<file path="src/rtl/ex_mem_reg.sv">
// EX/MEM pipeline register of the 5-stage MIPS core: passes, bubbles or holds the
// execute-stage results and carries the two-step MADD/MSUB state back to execute.
module ex_mem_reg #(
   parameter int DW = 32,
   parameter int AW = 5
) (
   input  logic              clk,
   input  logic              rst_n,
   input  logic [5:0]        stall,
   input  logic              ex_en_wd,
   input  logic [AW-1:0]     ex_desReg_addr,
   input  logic [DW-1:0]     ex_result,
   input  logic              ex_en_hilo,
   input  logic [DW-1:0]     ex_hi,
   input  logic [DW-1:0]     ex_lo,
   input  logic [2*DW-1:0]   hilo_tmp_i,
   input  logic [1:0]        count_i,
   output logic              mem_en_wd,
   output logic [AW-1:0]     mem_desReg_addr,
   output logic [DW-1:0]     mem_result,
   output logic              mem_en_hilo,
   output logic [DW-1:0]     mem_hi,
   output logic [DW-1:0]     mem_lo,
   output logic [2*DW-1:0]   hilo_tmp_o,
   output logic [1:0]        count_o
);

   localparam logic [1:0] MODE_PASS   = 2'd0;
   localparam logic [1:0] MODE_BUBBLE = 2'd1;
   localparam logic [1:0] MODE_HOLD   = 2'd2;

   logic [1:0] mode;

   logic              en_wd_q,   en_wd_d;
   logic [AW-1:0]     addr_q,    addr_d;
   logic [DW-1:0]     result_q,  result_d;
   logic              en_hilo_q, en_hilo_d;
   logic [DW-1:0]     hi_q,      hi_d;
   logic [DW-1:0]     lo_q,      lo_d;
   logic [2*DW-1:0]   tmp_q,     tmp_d;
   logic [1:0]        count_q,   count_d;

   // Only the execute and memory stall bits matter to this stage.
   logic unused_stall;
   assign unused_stall = ^{stall[5], stall[2:0]};

   // A memory-stage stall wins over everything, even a lone stall[4] the controller never emits.
   always_comb begin
      if (stall[4])      mode = MODE_HOLD;
      else if (stall[3]) mode = MODE_BUBBLE;
      else               mode = MODE_PASS;
   end

   always_comb begin
      // NOTE: every _d defaults to its _q first, so HOLD needs no branch and no latch is inferred.
      en_wd_d   = en_wd_q;
      addr_d    = addr_q;
      result_d  = result_q;
      en_hilo_d = en_hilo_q;
      hi_d      = hi_q;
      lo_d      = lo_q;
      tmp_d     = tmp_q;
      count_d   = count_q;
      case (mode)
         MODE_PASS: begin
            en_wd_d   = ex_en_wd;
            addr_d    = ex_desReg_addr;
            result_d  = ex_result;
            en_hilo_d = ex_en_hilo;
            hi_d      = ex_hi;
            lo_d      = ex_lo;
            tmp_d     = '0;
            count_d   = '0;
         end
         MODE_BUBBLE: begin
            en_wd_d   = 1'b0;
            addr_d    = '0;
            result_d  = '0;
            en_hilo_d = 1'b0;
            hi_d      = '0;
            lo_d      = '0;
            tmp_d     = hilo_tmp_i;
            count_d   = count_i;
         end
         default: ;
      endcase
   end

   // NOTE: state updates use non-blocking assignments so all registers sample the same pre-edge values.
   always_ff @(posedge clk or negedge rst_n) begin
      if (!rst_n) begin
         en_wd_q   <= 1'b0;
         addr_q    <= '0;
         result_q  <= '0;
         en_hilo_q <= 1'b0;
         hi_q      <= '0;
         lo_q      <= '0;
         tmp_q     <= '0;
         count_q   <= '0;
      end else begin
         en_wd_q   <= en_wd_d;
         addr_q    <= addr_d;
         result_q  <= result_d;
         en_hilo_q <= en_hilo_d;
         hi_q      <= hi_d;
         lo_q      <= lo_d;
         tmp_q     <= tmp_d;
         count_q   <= count_d;
      end
   end

   assign mem_en_wd       = en_wd_q;
   assign mem_desReg_addr = addr_q;
   assign mem_result      = result_q;
   assign mem_en_hilo     = en_hilo_q;
   assign mem_hi          = hi_q;
   assign mem_lo          = lo_q;
   assign hilo_tmp_o      = tmp_q;
   assign count_o         = count_q;

endmodule
</file>
<file path="config.mk">
export PLATFORM = sky130hd
export DESIGN_NAME = ex_mem_reg
export DESIGN_NICKNAME = d
export VERILOG_FILES = /design/src/rtl/ex_mem_reg.sv
export SDC_FILE = /design/constraint.sdc
export NUM_CORES = 1
export LEC_CHECK = 0
export CAP_MARGIN = 40
export CORE_MARGIN = 5
export CORE_UTILIZATION = 30
export DETAILED_ROUTE_END_ITERATION = 8
export PLACE_DENSITY = 0.66
export SETUP_SLACK_MARGIN = 0.1
export SLEW_MARGIN = 20
export SYNTH_ARGS = -nofsm -noshare
export SYNTH_HDL_FRONTEND = slang
export SYNTH_SLANG_ARGS = --single-unit
</file>
<file path="constraint.sdc">
create_clock -name clk -period 1.6 [get_ports clk]
set_input_delay 0.4 -clock clk [delete_from_list [all_inputs] [get_ports clk]]
set_output_delay 0.4 -clock clk [all_outputs]
set_load 0.05 [all_outputs]
</file>
==> run_results.csv <==
group,metric,value,unit
sta,worstMarginPinSlew,0.447,ns
worst_setup_path,critPathMaxStageDelay,0.44,ns
cts,insertion_delay,0.41,ns
detailed_routing,viasPerCell,4.84,
sta,hold_violations,0,
synthesis,synth_warnings,0,
pwr,power.density,1070,mW/mm²
min_path,min_path_type,"input port to async pin",
worst_setup_path,worstRegToRegCells,1,
final_layout,layout_commonest_cell,"buf_12",
floorplanning,io_pins,346,
cts,clockRootBuffer,"clkbuf_16",
final_layout,nets,904,
final_layout,drive_gt1_share,31.0,%
place,gp_congestion,0.805,
sta,rsz0062_at_grt,"no",
detailed_routing,vias,4862,
detailed_routing,routed_wl,20.8,mm
place,place_inst,972,
final_layout,area_delta_synth_final,103,%
floorplanning,rows,51,
worst_setup_path,cp.required,1.20,ns
worst_setup_path,startpoint_type,"flip-flop",
worst_setup_path,r2r_start,"mem_hi[18]",
worst_setup_path,cp_top_family,"flip-flops",
floorplanning,die_x,151,µm
outcome,status,"complete, no violations",
worst_setup_path,path_cells,"buf_12",
sta,finalSetupTns,0,ns
sta,fin_ws,0.175,ns
synthesis,synth_nets,554,
detailed_routing,drt_drc_violations_left,0,
global_routing,grtUsageTotal,17.9,%
synthesis,postSynthCellCount,377,
pwr,p_leak,5.44,nW
detailed_routing,first_pass_iters,4,
final_layout,instances_no_fill,1004,
worst_setup_path,rrSetupSlack,0.77,ns
worst_setup_path,arrival,1.02,ns
worst_setup_path,crit_path_end_kind,"output port",
worst_setup_path,crit_fanout,2,
global_routing,grt_overflow,0,
synthesis,syn_area_per_cell,15.8,µm²
place,dp_slack,-0.0510,ns
sta,timing.final.crit_share,89.0,%
detailed_routing,routedWlPerCell,20.7,µm
global_routing,antenna_found_initial,0,
synthesis,ys_types,8,
worst_setup_path,crit_buf_inv,1,
flow_run,cap_violations,0,
final_layout,fin_util,62.0,%
place,port_buffers,341,
worst_setup_path,crit_path_top_delay_cell,"dfrtp_1",
sta,slew_violations,0,
floorplanning,die_y,151,µm
floorplanning,die_area,0.0227,mm²
sta,fmax,702,MHz
global_routing,grt_pass1_vias,5442,
detailed_routing,drt_iter0_drc,130,
final_layout,layout_common_cells,"buf_12, clkdlybuf4s50_1, a22o_1, dfrtp_1, buf_4",
detailed_routing,drtAntennaViolNets,0,
cts,cts_tree,"done",
synthesis,synth-seq-cells,169,
place,dp_hpwl,16.1,mm
cts,cts_buffers,17,
floorplanning,initial_core_util,30.6,%
sta,fin_skew,0,ns
worst_setup_path,r2r_end,"mem_hi[18]",
sta,relSlewSlack,70.2,%
cts,cts.sinks,169,
cts,cts_htree_levels,4,
synthesis,netlist_area,0.00595,mm²
pwr,vdd_drop_max,0.706,mV
global_routing,grt_pass1_wl,31.4,mm
worst_setup_path,critPathKind,"flip-flop to output port",
floorplanning,core,0.0195,mm²
final_layout,nFillCells,1417,
final_layout,n_antenna_cell,0,
cts,clockBufferDepth,2,
cts,path_clk_slew,0.07,ns
sta,finalSetupViolations,0,
sta,min_period,1.42,ns
synthesis,yosysSeqAreaShare,71.1,%
global_routing,grt_max_degree,80,
-- sequential cells by signal (all words and copies together) (netlist names) --
register / count
mem_en_hilo: 1
mem_hi: 32
hilo_tmp_o: 64
mem_result: 32
mem_lo: 32
mem_en_wd: 1
mem_desReg_addr: 5
count_o: 2
-- Yosys cell counts (all sizes together) --
| master | n | area share (%) |
|---|---|---|
| a22o | 169 | 25 |
| dfrtp | 169 | 71 |
| nor2b | 1 | 0.15 |
| clkbuf | 5 | 0.32 |
| buf | 32 | 3.4 |
| nor2 | 1 | 0.19 |
-- cells by family (layout without fill, tap and decap cells) --
group                  count (synthesis)  count (layout)  share of synthesized area [%]
buffers and inverters                 37             399                           3.68
DFF                                  169             169                           71.1
and+or+nand+nor                        2               2                          0.337
AOI/OAI and AO/OA                    169             169                           24.9
-- power breakdown --
part	internal, mW	leakage, nW	switching, mW	total [mW]
combinational	1.92	2.96	1.77	3.70
sequential	4.60	2.20	0.383	4.99
clock	2.52	0.283	1.73	4.24
total	9.04	5.44	3.89	12.9
-- how the worst max path moves through the flow --
stage	from	end	slack, ns	depth (start not counted)
3_3_place_gp	stall[3]	mem_desReg_addr[3]	-0.02	5
5_1_grt	mem_hi[18]	mem_hi[18]	0.14	1
2_1_floorplan	stall[4]	mem_result[13]	0.44	4
4_1_cts	mem_hi[18]	mem_hi[18]	0.14	1
6_report	mem_hi[18]	mem_hi[18]	0.18	1
3_5_place_dp	stall[3]	mem_desReg_addr[3]	-0.05	5
-- stage by stage --
| step | cell area [µm²] | hold slack [ns] | power (mW) |
|---|---|---|---|
| after floorplan | 5950 | 0.104 | 6.46 |
| after global placement | 11500 | 0.355 | 8.72 |
| after detailed placement | 11500 | 0.357 | 8.79 |
| after CTS | 12100 | 0.488 | 13.1 |
| after global routing | 12100 | 0.507 | 13.4 |
| final | 12100 | 0.485 | 12.9 |
-- layout make-up --
| cell class | instances | area [µm²] | share of cell area, % |
|---|---|---|---|
| repair buffers | 368 | 5400 | 44.7 |
| flip-flops and latches | 169 | 4230 | 35.0 |
| multi-input cells | 171 | 1510 | 12.5 |
| clock buffers | 19 | 443 | 3.67 |
| well taps | 265 | 332 | 2.75 |
| clock inverters | 12 | 164 | 1.36 |
-- timing repair --
| action | CTS | global route |
|---|---|---|
| hold buffers | 1 | 0 |
| endpoints found under the setup margin | 0 | 0 |
| endpoints found under the hold margin | 36 | 0 |
| setup buffers | 0 | 0 |
| resized for setup | 0 | 0 |
-- per-layer routing --
metal	vias to the layer above	share of wire, %	GRT usage, %	wire length [µm]
li1	2159	-	-	-
met1	2447	36	19.8	7590
met2	238	51	31.4	10700
met3	18	11	7.84	2240
met4	0	1.4	4.76	292
met5	-	0	0	0
Power figures use the tool's default switching activity.
